<file path="src/rtl/i2c_byte_master_if.sv">
// Client-side handshake and open-drain bus signals of the byte-level I2C master.
interface i2c_byte_master_if;
  logic       start;
  logic       send;
  logic       receive;
  logic [7:0] datasend;
  logic       isReady;
  logic       sended;
  logic [7:0] datareceive;
  logic       received;
  logic       scl_o;
  logic       sda_oe;
  logic       sda_i;
  logic       ack_error;

  // Engine side
  modport master (
    input  start, send, receive, datasend, sda_i,
    output isReady, sended, datareceive, received, scl_o, sda_oe, ack_error
  );

  // Client / bus-model side
  modport slave (
    output start, send, receive, datasend, sda_i,
    input  isReady, sended, datareceive, received, scl_o, sda_oe, ack_error
  );
endinterface

</file>
<file path="src/rtl/i2c_byte_master.sv">
// Byte-level I2C master: generates START / repeated START / STOP, writes and
// reads single bytes with ACK/NACK, and parks SCL low between bytes until the
// client asks for the next one (or a timeout ends the transfer).
module i2c_byte_master #(
  parameter int CLK_DIV      = 125,
  parameter int IDLE_TIMEOUT = 64
) (
  input logic             clk,
  input logic             reset,
  i2c_byte_master_if.master bus
);

  localparam int DIV_W = (CLK_DIV > 1) ? $clog2(CLK_DIV) : 1;
  localparam int TO_W  = $clog2(IDLE_TIMEOUT + 1);

  typedef enum logic [3:0] {
    IDLE, START_GEN, WR_BIT, WR_ACK, WR_WAIT, RD_BIT, RD_WAIT, RD_ACK, STOP_GEN
  } state_t;

  state_t             state_q, state_d;
  logic [DIV_W-1:0]   div_q, div_d;
  logic [1:0]         qtr_q, qtr_d;
  logic [2:0]         bit_q, bit_d;
  logic [TO_W-1:0]    to_q, to_d;
  logic [7:0]         sh_q, sh_d;
  logic               rw_q, rw_d;
  logic               ackbit_q, ackbit_d;
  logic               mack_q, mack_d;
  logic               ready_q, ready_d;
  logic               sended_q, sended_d;
  logic               received_q, received_d;
  logic [7:0]         drx_q, drx_d;
  logic               ack_err_q, ack_err_d;
  logic               scl_q, scl_d;
  logic               sda_oe_q, sda_oe_d;
  logic               tick;

  // Quarter-period strobe; the divider only runs while the engine is busy
  assign tick = (state_q != IDLE) && (div_q == DIV_W'(CLK_DIV - 1));

  // Next-state and registered-output computation for the whole engine
  always_comb begin
    state_d    = state_q;
    div_d      = div_q;
    qtr_d      = qtr_q;
    bit_d      = bit_q;
    to_d       = to_q;
    sh_d       = sh_q;
    rw_d       = rw_q;
    ackbit_d   = ackbit_q;
    mack_d     = mack_q;
    ready_d    = ready_q;
    sended_d   = sended_q;
    received_d = received_q;
    drx_d      = drx_q;
    ack_err_d  = ack_err_q;
    scl_d      = scl_q;
    sda_oe_d   = sda_oe_q;

    if (state_q == IDLE) begin
      div_d = '0;
    end else if (tick) begin
      div_d = '0;
    end else begin
      div_d = div_q + 1'b1;
    end

    case (state_q)
      IDLE: begin
        if (bus.start) begin
          sh_d      = bus.datasend;
          rw_d      = bus.datasend[0];
          ready_d   = 1'b0;
          ack_err_d = 1'b0;
          qtr_d     = 2'd0;
          state_d   = START_GEN;
        end
      end

      // Release SDA (SCL may be low for a repeated START), raise SCL,
      // pull SDA low while SCL is high, then pull SCL low.
      START_GEN: begin
        if (tick) begin
          qtr_d = qtr_q + 1'b1;
          case (qtr_q)
            2'd0: sda_oe_d = 1'b0;
            2'd1: scl_d    = 1'b1;
            2'd2: sda_oe_d = 1'b1;
            2'd3: begin
              scl_d   = 1'b0;
              bit_d   = 3'd0;
              state_d = WR_BIT;
            end
          endcase
        end
      end

      WR_BIT: begin
        if (tick) begin
          qtr_d = qtr_q + 1'b1;
          case (qtr_q)
            2'd0: sda_oe_d = ~sh_q[7];
            2'd1: scl_d    = 1'b1;
            2'd2: ;
            2'd3: begin
              scl_d = 1'b0;
              sh_d  = {sh_q[6:0], 1'b0};
              bit_d = bit_q + 1'b1;
              if (bit_q == 3'd7) state_d = WR_ACK;
            end
          endcase
        end
      end

      WR_ACK: begin
        if (tick) begin
          qtr_d = qtr_q + 1'b1;
          case (qtr_q)
            2'd0: sda_oe_d = 1'b0;
            2'd1: scl_d    = 1'b1;
            2'd2: ackbit_d = bus.sda_i;
            2'd3: begin
              scl_d = 1'b0;
              if (ackbit_q) begin
                ack_err_d = 1'b1;
                state_d   = STOP_GEN;
              end else if (rw_q) begin
                // Read address acknowledged: go straight into the first read byte
                bit_d   = 3'd0;
                state_d = RD_BIT;
              end else begin
                sended_d = 1'b1;
                to_d     = '0;
                state_d  = WR_WAIT;
              end
            end
          endcase
        end
      end

      // SCL parked low; send beats receive when both arrive together
      WR_WAIT: begin
        if (bus.send) begin
          sended_d = 1'b0;
          sh_d     = bus.datasend;
          div_d    = '0;
          qtr_d    = 2'd0;
          bit_d    = 3'd0;
          if (bus.start) begin
            rw_d    = bus.datasend[0];
            state_d = START_GEN;
          end else begin
            state_d = WR_BIT;
          end
        end else if (bus.receive) begin
          sended_d = 1'b0;
          div_d    = '0;
          qtr_d    = 2'd0;
          bit_d    = 3'd0;
          state_d  = RD_BIT;
        end else if (tick) begin
          if (to_q == TO_W'(IDLE_TIMEOUT - 1)) begin
            sended_d = 1'b0;
            qtr_d    = 2'd0;
            state_d  = STOP_GEN;
          end else begin
            to_d = to_q + 1'b1;
          end
        end
      end

      RD_BIT: begin
        if (tick) begin
          qtr_d = qtr_q + 1'b1;
          case (qtr_q)
            2'd0: sda_oe_d = 1'b0;
            2'd1: scl_d    = 1'b1;
            2'd2: sh_d     = {sh_q[6:0], bus.sda_i};
            2'd3: begin
              scl_d = 1'b0;
              bit_d = bit_q + 1'b1;
              if (bit_q == 3'd7) begin
                drx_d      = sh_q;
                received_d = 1'b1;
                to_d       = '0;
                state_d    = RD_WAIT;
              end
            end
          endcase
        end
      end

      // SCL parked low holding the read byte; only receive or timeout matter here
      RD_WAIT: begin
        if (bus.receive) begin
          received_d = 1'b0;
          mack_d     = 1'b1;
          div_d      = '0;
          qtr_d      = 2'd0;
          state_d    = RD_ACK;
        end else if (tick) begin
          if (to_q == TO_W'(IDLE_TIMEOUT - 1)) begin
            received_d = 1'b0;
            mack_d     = 1'b0;
            qtr_d      = 2'd0;
            state_d    = RD_ACK;
          end else begin
            to_d = to_q + 1'b1;
          end
        end
      end

      RD_ACK: begin
        if (tick) begin
          qtr_d = qtr_q + 1'b1;
          case (qtr_q)
            2'd0: sda_oe_d = mack_q;
            2'd1: scl_d    = 1'b1;
            2'd2: ;
            2'd3: begin
              scl_d = 1'b0;
              bit_d = 3'd0;
              state_d = mack_q ? RD_BIT : STOP_GEN;
            end
          endcase
        end
      end

      // SDA low, SCL high, SDA released while SCL high, one bus-free quarter
      STOP_GEN: begin
        if (tick) begin
          qtr_d = qtr_q + 1'b1;
          case (qtr_q)
            2'd0: sda_oe_d = 1'b1;
            2'd1: scl_d    = 1'b1;
            2'd2: sda_oe_d = 1'b0;
            2'd3: begin
              ready_d = 1'b1;
              state_d = IDLE;
            end
          endcase
        end
      end

      default: state_d = IDLE;
    endcase
  end

  // State and output registers; reset releases the bus immediately
  always_ff @(posedge clk or posedge reset) begin
    if (reset) begin
      state_q    <= IDLE;
      div_q      <= '0;
      qtr_q      <= 2'd0;
      bit_q      <= 3'd0;
      to_q       <= '0;
      sh_q       <= 8'h00;
      rw_q       <= 1'b0;
      ackbit_q   <= 1'b0;
      mack_q     <= 1'b0;
      ready_q    <= 1'b1;
      sended_q   <= 1'b0;
      received_q <= 1'b0;
      drx_q      <= 8'h00;
      ack_err_q  <= 1'b0;
      scl_q      <= 1'b1;
      sda_oe_q   <= 1'b0;
    end else begin
      state_q    <= state_d;
      div_q      <= div_d;
      qtr_q      <= qtr_d;
      bit_q      <= bit_d;
      to_q       <= to_d;
      sh_q       <= sh_d;
      rw_q       <= rw_d;
      ackbit_q   <= ackbit_d;
      mack_q     <= mack_d;
      ready_q    <= ready_d;
      sended_q   <= sended_d;
      received_q <= received_d;
      drx_q      <= drx_d;
      ack_err_q  <= ack_err_d;
      scl_q      <= scl_d;
      sda_oe_q   <= sda_oe_d;
    end
  end

  assign bus.isReady     = ready_q;
  assign bus.sended      = sended_q;
  assign bus.received    = received_q;
  assign bus.datareceive = drx_q;
  assign bus.ack_error   = ack_err_q;
  assign bus.scl_o       = scl_q;
  assign bus.sda_oe      = sda_oe_q;

endmodule

</file>
<file path="src/flat_wrapper.sv">
// flat-port wrapper written by rule: the top's interface ports become plain ports
module i2c_byte_master_flat 
#(
  parameter int CLK_DIV      = 125,
  parameter int IDLE_TIMEOUT = 64
)
  (clk, reset, bus_start, bus_send, bus_receive, bus_datasend, bus_sda_i, bus_isReady, bus_sended, bus_datareceive, bus_received, bus_scl_o, bus_sda_oe, bus_ack_error);
  i2c_byte_master_if bus_i ();
  input logic clk;
  input logic reset;
  input wire logic [$bits(bus_i.start)-1:0] bus_start;
  input wire logic [$bits(bus_i.send)-1:0] bus_send;
  input wire logic [$bits(bus_i.receive)-1:0] bus_receive;
  input wire logic [$bits(bus_i.datasend)-1:0] bus_datasend;
  input wire logic [$bits(bus_i.sda_i)-1:0] bus_sda_i;
  output wire logic [$bits(bus_i.isReady)-1:0] bus_isReady;
  output wire logic [$bits(bus_i.sended)-1:0] bus_sended;
  output wire logic [$bits(bus_i.datareceive)-1:0] bus_datareceive;
  output wire logic [$bits(bus_i.received)-1:0] bus_received;
  output wire logic [$bits(bus_i.scl_o)-1:0] bus_scl_o;
  output wire logic [$bits(bus_i.sda_oe)-1:0] bus_sda_oe;
  output wire logic [$bits(bus_i.ack_error)-1:0] bus_ack_error;
  assign bus_i.start = bus_start;
  assign bus_i.send = bus_send;
  assign bus_i.receive = bus_receive;
  assign bus_i.datasend = bus_datasend;
  assign bus_i.sda_i = bus_sda_i;
  assign bus_isReady = bus_i.isReady;
  assign bus_sended = bus_i.sended;
  assign bus_datareceive = bus_i.datareceive;
  assign bus_received = bus_i.received;
  assign bus_scl_o = bus_i.scl_o;
  assign bus_sda_oe = bus_i.sda_oe;
  assign bus_ack_error = bus_i.ack_error;
  i2c_byte_master #(.CLK_DIV(CLK_DIV), .IDLE_TIMEOUT(IDLE_TIMEOUT)) u_core (.clk(clk), .reset(reset), .bus(bus_i));
endmodule
</file>
<file path="config.mk">
export PLATFORM = sky130hd
export DESIGN_NAME = i2c_byte_master_flat
export DESIGN_NICKNAME = d
export VERILOG_FILES = /design/src/rtl/i2c_byte_master_if.sv /design/src/rtl/i2c_byte_master.sv /design/src/flat_wrapper.sv
export SDC_FILE = /design/constraint.sdc
export NUM_CORES = 1
export LEC_CHECK = 0
export CORE_MARGIN = 1.5
export CORE_UTILIZATION = 50
export DETAILED_ROUTE_END_ITERATION = 16
export GPL_ROUTABILITY_DRIVEN = 1
export HOLD_SLACK_MARGIN = 0.05
export PLACE_DENSITY = 0.81
export SYNTH_ARGS = -nofsm -noshare
export SYNTH_HDL_FRONTEND = slang
export SYNTH_SLANG_ARGS = --single-unit
</file>
<file path="constraint.sdc">
create_clock -name clk -period 3.5 [get_ports clk]
set_clock_uncertainty 0.05 [all_clocks]
set_input_delay 0.35 -clock clk [delete_from_list [all_inputs] [get_ports clk]]
set_output_delay 0.35 -clock clk [all_outputs]
set_load 0.05 [all_outputs]
</file>
==> results of run 1 <==
layout by cell type, fill, tap and decap left out, drive strengths merged, types with 3 or more instances in the layout:
cell / count
ha: 9
o21ai: 17
nand3: 11
nand2: 27
and2: 5
or3: 3
a21oi: 15
o22ai: 3
xnor2: 4
inv: 18
a31oi: 7
nor2b: 6
and3: 4
a31o: 3
clkbuf: 5
a211o: 3
xor2: 3
clkdlybuf4s50: 27
o31ai: 3
nor4: 5
buf: 6
nand2b: 4
mux2: 29
mux2i: 4
nor3: 9
nor2: 18
dfrtp: 46
o31a: 4
Yosys cell counts (4+ instances only):
master,instances,share of area [%]
a21oi_1,15,2.5
a31oi_1,7,1.5
and2_1,5,1.0
and3_1,4,0.83
buf_2,8,1.3
clkbuf_1,4,0.50
dfrtp_1,46,38
ha_1,9,3.7
inv_1,17,2.1
mux2_2,28,10
mux2i_1,4,1.3
nand2_1,27,3.4
nand2b_1,4,0.83
nand3_1,11,1.8
nor2_1,17,2.1
nor2b_1,6,1.2
nor3_1,9,1.5
o21ai_0,17,2.8
o31a_1,4,1.2
xnor2_1,4,1.2
cell families (layout without fill, tap and decap cells):
family / after synthesis / after routing / share of synthesized area [%]
and+or+nand+nor: 105 / 105 / 20.2
AOI/OAI and AO/OA: 74 / 74 / 17.0
DFF: 48 / 48 / 40.0
muxes: 33 / 33 / 12.3
buffers and inverters: 33 / 58 / 4.70
adders and majority gates: 9 / 9 / 3.74
xor gates and xnor gates: 7 / 7 / 2.04
routing by layer:
layer	vias up	global-route usage, %	share of wire [%]	wire length, um
met2	135	37.3	46	3230
met5	-	0	0	0
met4	0	8.45	1.9	133
li1	1171	-	-	-
met3	18	3.52	8.7	607
met1	1198	30.5	43	2980
sequential cells by signal (all words and copies together), names as in the netlist, 2 cells and up:
signal and count:
u_core.bus.datareceive 8, u_core.sh_q 8, u_core.div_q 7, u_core.to_q 7, u_core.state_q 4, u_core.bit_q 3, u_core.qtr_q 2
where the power goes:
| group | total (mW) | switching, mW | internal (mW) |
|---|---|---|---|
| clock network | 0.346 | 0.204 | 0.142 |
| logic | 0.0386 | 0.0214 | 0.0172 |
| registers | 0.556 | 0.00127 | 0.555 |
final cells by class:
class,count,area share [%]
clock inverters,3,0.620
well taps,75,2.74
flip-flops and latches,48,35.1
inverters,17,1.86
repair buffers,33,9.19
clock buffers,5,2.01
multi-input cells,228,48.5
per-stage QoR:
step / cell area [um^2] / power, mW / utilization [%]
2_1_floorplan: 3010 / 0.583 / -
3_3_place_gp: 3340 / 0.605 / 57.1
3_5_place_dp: 3340 / 0.606 / 57.1
4_1_cts: 3430 / 0.949 / 58.6
5_1_grt: 3430 / 0.976 / 58.6
6_report: 3430 / 0.941 / 58.6
final timing paths:
check	slack, ns	cells past startpoint	endpoint	startpoint
min reg2reg	0.43	1	u_core.div_q[0]	u_core.div_q[0]
max	0.90	5	u_core.state_q[3]	u_core.state_q[0]
min in group asynchronous	0.53	2	u_core.bit_q[1]	reset
max in group asynchronous	2.26	2	u_core.bus.received	reset
max reg2reg	0.90	5	u_core.state_q[3]	u_core.state_q[0]
min	0.43	1	u_core.div_q[0]	u_core.div_q[0]
==> flow_metrics.py, run 1 <==
metrics = {
    "power_and_ir_drop": {
        "peakVddDrop_uv": 246,
        "p_leak_nw": 1.51,
        "powerDensity_nw_per_um2": 274,
    },
    "clocking": {
        "numCtsBuffers": 5,
        "clk_latency_ns": 0.31,
        "cts_root_buf": "clkbuf_8",
        "hold_buffers": 0,
        "postCtsSetupBuffers": 0,
        "cts.sinks": 48,
        "clk_pin_slew_ns": 0.09,
        "cts_resized": 0,
        "htreeDepth": 2,
        "clock_path_buffers": 2,
        "cts_tree": "built",
    },
    "timing": {
        "maxSlewViolCount": 0,
        "fin_crit_ns": 2.60,
        "rsz0062_at_grt": "false",
        "fin_ws_ns": 0.899,
        "hold-worst-slack_ns": 0.431,
        "fin_crit_sh_pct": 74.3,
        "hold_violations": 0,
        "worstMarginPinSlew_ns": 0.968,
        "relSlewSlack_pct": 35.4,
        "setup_viol": 0,
        "fmaxAchievable_mhz": 385,
        "setup_tns_ns": 0,
    },
    "logic_synthesis": {
        "ys_seq_area_share_pct": 40.0,
        "synth_edf_count": 0,
        "postSynthRegisterBits": 48,
        "synth_warnings": 0,
        "netlist_area_um2": 3010,
        "syn-num-nets": 332,
        "synth_cell_types": 61,
        "async_flop_share_pct": 100,
        "avgSynthCellArea_um2": 9.73,
        "syn-instance-count": 309,
        "synth_top_flop_cell": "dfrtp_1",
    },
    "floorplan": {
        "die_w_um": 80.6,
        "core.rowCount": 28,
        "start_util_pct": 51.4,
        "coreArea_um2": 5850,
        "die_height_um": 80.6,
        "die-area_um2": 6490,
        "ioPinCount": 28,
    },
    "critical_path": {
        "worstPathRequired_ns": 3.64,
        "cp_slowest_stage_delay_ns": 0.78,
        "cp.arrival_ns": 2.74,
        "path_max_fanout": 22,
        "critPathLaunchType": "flop",
        "endpoint_kind": "flop",
        "cp_slowest_cell": "dfrtp_1",
        "critical_path.top_delay_family": "simple AND/OR/NAND/NOR gates",
        "worst-path-buf-inv": 0,
        "cpMostUsedCell": "nor4_4",
        "worstSetupPathType": "reg2reg",
        "worstPathCellList": "nor4_4 > nor4_4 > o32ai_4 > nor4_4 > mux2_4",
    },
    "cells_and_area": {
        "final.fill_count": 478,
        "multi_input_area_um2": 1660,
        "drive_gt1_share_pct": 17.1,
        "nets": 356,
        "stdcell_count": 409,
        "areaGrowthSynthToFinish_pct": 14.0,
        "seq_area_um2": 1200,
        "diodes": 0,
    },
    "placement": {
        "pre_cts_ws_ns": 0.985,
        "hpwl_um": 4910,
        "routabilityCongestion": 1.01,
        "dp_cells": 401,
        "placement.io_buffers": 27,
    },
    "routing": {
        "vias": 2522,
        "initialDrtViolationCount": 262,
        "drcViolationCount": 0,
        "wirelength_um": 6950,
        "drt-pass1-iter-count": 5,
        "via_per_inst": 6.17,
        "wire_per_inst_um": 17.0,
        "final_antenna_net_count": 0,
    },
    "run": {
        "drv_cap": 0,
    },
    "grt": {
        "grt_pass1_wl_um": 11400,
        "antenna_found_initial": 0,
        "grt_max_degree": 49,
        "gr-usage-all-layers_pct": 22.9,
        "grt-ovfl-total": 0,
        "first_global_vias": 2351,
    },
    "min_path": {
        "holdCritPathClass": "reg2reg",
    },
    "outcome": {
        "status": "finished, final reports clean",
    },
}
No activity file was read; power rests on OpenSTA's default activity.
==> run 2: changes to the inputs <==
--- a/config.mk
+++ b/config.mk
@@ -10,7 +10,7 @@
 export DETAILED_ROUTE_END_ITERATION = 16
 export GPL_ROUTABILITY_DRIVEN = 1
 export HOLD_SLACK_MARGIN = 0.05
-export PLACE_DENSITY = 0.81
+export PLACE_DENSITY = 0.84
 export SYNTH_ARGS = -nofsm -noshare
 export SYNTH_HDL_FRONTEND = slang
 export SYNTH_SLANG_ARGS = --single-unit
==> constraint.sdc (replaced) <==
create_clock -name clk -period 2.1 [get_ports clk]
set_clock_uncertainty 0.05 [all_clocks]
set_input_delay 0.21 -clock clk [delete_from_list [all_inputs] [get_ports clk]]
set_output_delay 0.21 -clock clk [all_outputs]
set_load 0.05 [all_outputs]
==> flow_metrics.py, run 2 (synthesis gave the netlist of run 1 again) <==
metrics = {
    "clocking": {
        "cts.sinks": 48,
        "clock_path_buffers": 2,
        "numCtsBuffers": 5,
        "hold_buffers": 0,
        "htreeDepth": 2,
        "cts_tree": "built",
        "clk_latency_ns": 0.31,
        "clk_pin_slew_ns": 0.10,
        "cts_root_buf": "clkbuf_8",
    },
    "critical_path": {
        "critical_path.startpoint": "u_core.state_q[1]",
        "critPathLaunchType": "flop",
        "worstPathRequired_ns": 2.25,
        "endpoint_kind": "flop",
        "worstReg2RegStart": "u_core.state_q[1]",
        "worstSetupPathType": "reg2reg",
        "path_max_fanout": 13,
        "cp_slowest_stage_delay_ns": 0.50,
        "worstPathCellList": "buf_12 > buf_12 > o21ai_1 > a21oi_1 > or4_4 > buf_6 > mux2_2",
        "cp_slowest_cell": "or4_4",
        "worst-path-buf-inv": 3,
        "cp.arrival_ns": 2.32,
        "critical_path.top_delay_family": "simple AND/OR/NAND/NOR gates",
        "cpMostUsedCell": "buf_12",
    },
    "power_and_ir_drop": {
        "p_leak_nw": 1.99,
        "powerDensity_nw_per_um2": 379,
        "p_seq_share_pct": 56.6,
        "internal-power_mw": 1.24,
        "p_sw_uw": 393,
        "clockPowerShare_pct": 38.3,
        "peakVddDrop_uv": 337,
        "switching_share_pct": 24.0,
        "power.total_mw": 1.63,
        "combPwrFrac_pct": 5.1,
    },
    "placement": {
        "dp_cells": 462,
        "hpwl_um": 5910,
        "placement.io_buffers": 27,
        "routabilityCongestion": 0.976,
        "pre_cts_ws_ns": -0.155,
    },
    "cells_and_area": {
        "stdcell_count": 487,
        "diodes": 0,
        "areaGrowthSynthToFinish_pct": 43.3,
        "nets": 434,
        "mostFrequentLayoutCell": "buf_4",
        "final_cell_mix": "71 x buf_4, 43 x dfrtp_1, 28 x mux2_2, 27 x clkdlybuf4s50_1, 25 x nand2_1",
        "drive_gt1_share_pct": 40.8,
    },
    "routing": {
        "drt-pass1-iter-count": 8,
        "initialDrtViolationCount": 391,
        "via_per_inst": 6.31,
        "wire_per_inst_um": 19.9,
        "drcViolationCount": 0,
        "final_antenna_net_count": 0,
        "vias": 3071,
        "wirelength_um": 9710,
    },
    "floorplan": {
        "ioPinCount": 28,
        "die_height_um": 80.6,
        "die-area_um2": 6490,
        "die_w_um": 80.6,
        "coreArea_um2": 5850,
        "start_util_pct": 51.4,
        "core.rowCount": 28,
    },
    "grt": {
        "gr-usage-all-layers_pct": 27.5,
        "grt_pass1_wl_um": 13600,
        "antenna_found_initial": 0,
        "grt-ovfl-total": 0,
        "grt_max_degree": 23,
        "first_global_vias": 2887,
    },
    "timing": {
        "fmaxAchievable_mhz": 462,
        "hold-worst-slack_ns": 0.151,
        "fin_ws_ns": -0.0660,
        "fin_crit_ns": 2.17,
        "fin_crit_sh_pct": 103,
        "setup_viol": 9,
        "maxSlewViolCount": 0,
        "worstMarginPinSlew_ns": 0.552,
        "hold_violations": 0,
        "relSlewSlack_pct": 63.2,
        "rsz0062_at_grt": "true",
    },
    "min_path": {
        "holdCritPathClass": "in2async",
    },
    "outcome": {
        "failed_checks": "setup timing",
        "status": "finished, violations left",
    },
    "run": {
        "drv_cap": 0,
    },
}
-- run 2: final cells by class --
cell class / instances / area [um^2]
Multi-Input combinational cell: 229 / 1870
Fill cell: 343 / 1540
Sequential cell: 48 / 1210
Timing Repair Buffer: 110 / 971
Tap cell: 75 / 93.8
Clock buffer: 6 / 82.6
Inverter: 17 / 63.8
Clock inverter: 2 / 17.5
-- run 2: worst paths after layout --
kind | to | slack [ns] | cells past startpoint
setup / recovery | u_core.sh_q[4] | -0.07 | 7
hold / removal | u_core.bus.sda_oe | 0.15 | 2
setup reg to reg | u_core.sh_q[4] | -0.07 | 7
hold reg to reg | u_core.bus.datareceive[7] | 0.47 | 1
max in group asynchronous | u_core.bus.scl_o | 1.21 | 3
min in group clk | u_core.bus.datareceive[7] | 0.47 | 1
-- run 2: repair_timing --
action                     in CTS  in global routing
setup endpoints to repair      29                 32
pin swaps                       4                 15
gates resized for setup        16                 37
setup buffers                   3                 12
cloned                          1                  1
-- run 2: metrics by stage --
step	instance area, um^2	setup TNS (ns)	util [%]
after floorplan	3020	0	-
after global placement	3840	-1.18	65.7
final	4310	-0.456	73.7
after detailed placement	3840	-2.11	65.7
after global routing	4310	-0.567	73.7
after CTS	4050	-0.0638	69.3
-- run 2: power groups by stage --
stage	sequential, mW	clock (mW)	combinational [mW]
2_1_floorplan	0.944	0	0.0277
3_3_place_gp	0.943	0	0.0795
3_5_place_dp	0.943	0	0.0809
4_1_cts	0.925	0.626	0.0815
5_1_grt	0.926	0.661	0.0906
6_report	0.925	0.626	0.0832
-- run 2: worst reg2reg max path: stages, from the launching register on --
cell,delay [ns]
dfrtp_2,0.45
buf_12,0.16
buf_12,0.15
o21ai_1,0.21
a21oi_1,0.10
or4_4,0.50
buf_6,0.16
mux2_2,0.28
-- run 2: layer usage --
| layer | vias up | track usage, % | share of wire (%) |
|---|---|---|---|
| met4 | 0 | 12.9 | 6.1 |
| li1 | 1330 | - | - |
| met1 | 1429 | 33.5 | 37 |
| met2 | 228 | 45.9 | 47 |
| met3 | 84 | 6.02 | 9.4 |
| met5 | - | 0 | 0 |
==> patch (flow settings as in run 2) <==
Reset style: synchronous (`reset`), changed in one clocked block.
--- a/src/rtl/i2c_byte_master.sv
+++ b/src/rtl/i2c_byte_master.sv
@@ -248,5 +248,5 @@
 
   // State and output registers; reset releases the bus immediately
-  always_ff @(posedge clk or posedge reset) begin
+  always_ff @(posedge clk) begin
     if (reset) begin
       state_q    <= IDLE;
Behaviour: differs if reset is asserted again (counterexample within 4 cycles, from zero or initial values and one cycle with reset high); with reset held inactive, the same outputs for 10 cycles.
==> patch against run 2 <==
The run still ends with negative setup slack left; design area down 9.6%; area after synthesis shrank 6.8%; count of clock-buffer cells in the layout is the same; wire length shrank 14%; sequential cell count did not move; worst hold slack better by 0.27 ns; worst setup slack improved by 0.041 ns; non-clock buffer count fell by 17; largest cell class unchanged.
Power is not compared: it rests on default switching activity, and its combinational part moved more than twofold at a synthesized area within 25%.
==> patch: results <==
{
  "status": "complete, but fails checks",
  "violations": "negative setup slack",
  "tns_ns": -0.0248,
  "synth_common_cells": "dfxtp_1 (48), nor2_1 (33), a21oi_1 (22)",
  "ir_drop_mv": 0.707,
  "dp.final_hpwl_um": 5960,
  "hold_path.startpoint": "u_core.bus.sda_oe",
  "synth_compound_area_share_pct": 21.6,
  "worstReg2RegEnd": "u_core.sh_q[7]",
  "hold_end": "u_core.bus.sda_oe",
  "pre_cts_slack_ns": -0.238,
  "crit_fanout": 8,
  "dr.pass1.iters": 4,
  "grt_pass1_vias": 2772,
  "synthArstFlopShare_pct": 0,
  "drive_gt1_share_pct": 32.0,
  "p_leak_nw": 1.50,
  "antenna_cells": 0,
  "synth_top_cell_by_area": "dfxtp_1",
  "ys_types": 66,
  "num-nets-final": 434,
  "syn_avg_cell_area_um2": 8.50,
  "setup_violations": 1,
  "final.fill_count": 429,
  "grt_max_degree": 17,
  "path_clk_slew_ns": 0.09,
  "vias": 2883,
  "worst_slew_pin_slew_ns": 0.593,
  "grt_usage_pct": 27.9,
  "vias_per_cell": 5.96,
  "yosysSeqAreaShare_pct": 34.3,
  "post-place-cells": 474,
  "root_buffer": "clkbuf_8",
  "synth-xor-area-share_pct": 1.56,
  "gp_congestion": 1.03,
  "routedWlPerCell_um": 17.3,
  "synth_fa_ha_area_share_pct": 4.02,
  "reg2reg_depth": 8,
  "grt_pass1_wl_um": 13300,
  "yosysWarnings": 0,
  "r2r-start": "u_core.state_q[3]",
  "numCtsBuffers": 5,
  "worstSkewPairLatency_ns": 0.31,
  "holdCritPathClass": "flip-flop to flip-flop",
  "whs_path_depth": 2,
  "intPower_mw": 2.40,
  "worst_slack_ns": -0.0248,
  "clockBufferDepth": 2,
  "h-tree-depth": 2,
  "worstPathArrival_ns": 2.25,
  "place_area_um2": 3560,
  "syn-num-nets": 353,
  "muxShareOfSynthArea_pct": 7.32,
  "io_buffers": 27,
  "synthTopCellsByArea": "dfxtp_1 (34%), mux2i_1 (6.8%), nor2_1 (4.4%)",
  "drt-initial-drc-count": 250,
  "antenna_found_initial": 0
}
==> patch: worst max path at each step <==
stage	start	end	slack (ns)
5_1_grt	u_core.to_q[0]	u_core.state_q[1]	-0.08
6_report	u_core.state_q[3]	u_core.sh_q[7]	-0.02
2_1_floorplan	u_core.to_q[0]	u_core.state_q[0]	0.03
3_3_place_gp	bus_receive	u_core.div_q[4]	-0.13
3_5_place_dp	bus_receive	u_core.div_q[2]	-0.24
4_1_cts	u_core.state_q[0]	u_core.bit_q[0]	0.004
==> patch: metal layers <==
metal,GRT usage (%),vias up,wire length [µm],share of wire [%]
met5,0,-,0,0
met4,10.7,0,204,2.4
met3,5.06,20,463,5.5
met2,49.5,108,4240,51
met1,33.2,1374,3470,41
li1,-,1381,-,-
==> patch: area by class of cell <==
type / instances / area (µm²) / share of cell area, %
clock buffer: 6 / 82.6 / 2.12
clock inverter: 2 / 15.0 / 0.385
sequential: 48 / 978 / 25.1
multi-input combinational: 247 / 1860 / 47.8
inverter: 16 / 60.1 / 1.54
timing repair buffer: 93 / 806 / 20.7
tap: 72 / 90.1 / 2.31
==> patch: timing repair <==
| item | CTS | global route |
|---|---|---|
| pin swaps | 4 | 14 |
| gates resized for setup | 14 | 41 |
| setup endpoints to repair | 20 | 29 |
| buffers inserted | 0 | 1 |
| gates cloned | 0 | 1 |
==> patch: critical path, stage by stage (launching register included) <==
cell	delay, ns
dfxtp_4	0.38
buf_6	0.12
or4b_4	0.54
o211ai_1	0.25
buf_4	0.17
a21oi_4	0.06
clkbuf_16	0.17
a21oi_1	0.17
a311oi_1	0.08
==> patch: stage by stage <==
step                hold slack [ns]  utilization [%]
global route                  0.445             71.2
CTS                           0.420             68.1
detailed placement            0.406             65.0
global placement              0.403             65.0
floorplan                     0.304                -
finish                        0.417             71.2
==> patch: logic make-up (layout without fill, tap and decap cells) <==
family | Yosys count | count (layout)
buf+inv | 35 | 117
simple gates | 128 | 128
mux | 20 | 20
compound gates | 85 | 85
xor+xnor | 5 | 5
flops | 48 | 48
fa+ha+maj | 9 | 9
==> patch: power groups by stage <==
stage               sequential (mW)  clock (mW)  combinational [mW]
floorplan                      1.15           0                1.10
global placement               1.20           0                1.76
detailed placement             1.20           0                1.79
CTS                            1.19       0.607                1.85
global route                   1.25       0.640                2.30
finish                         1.23       0.595                2.16
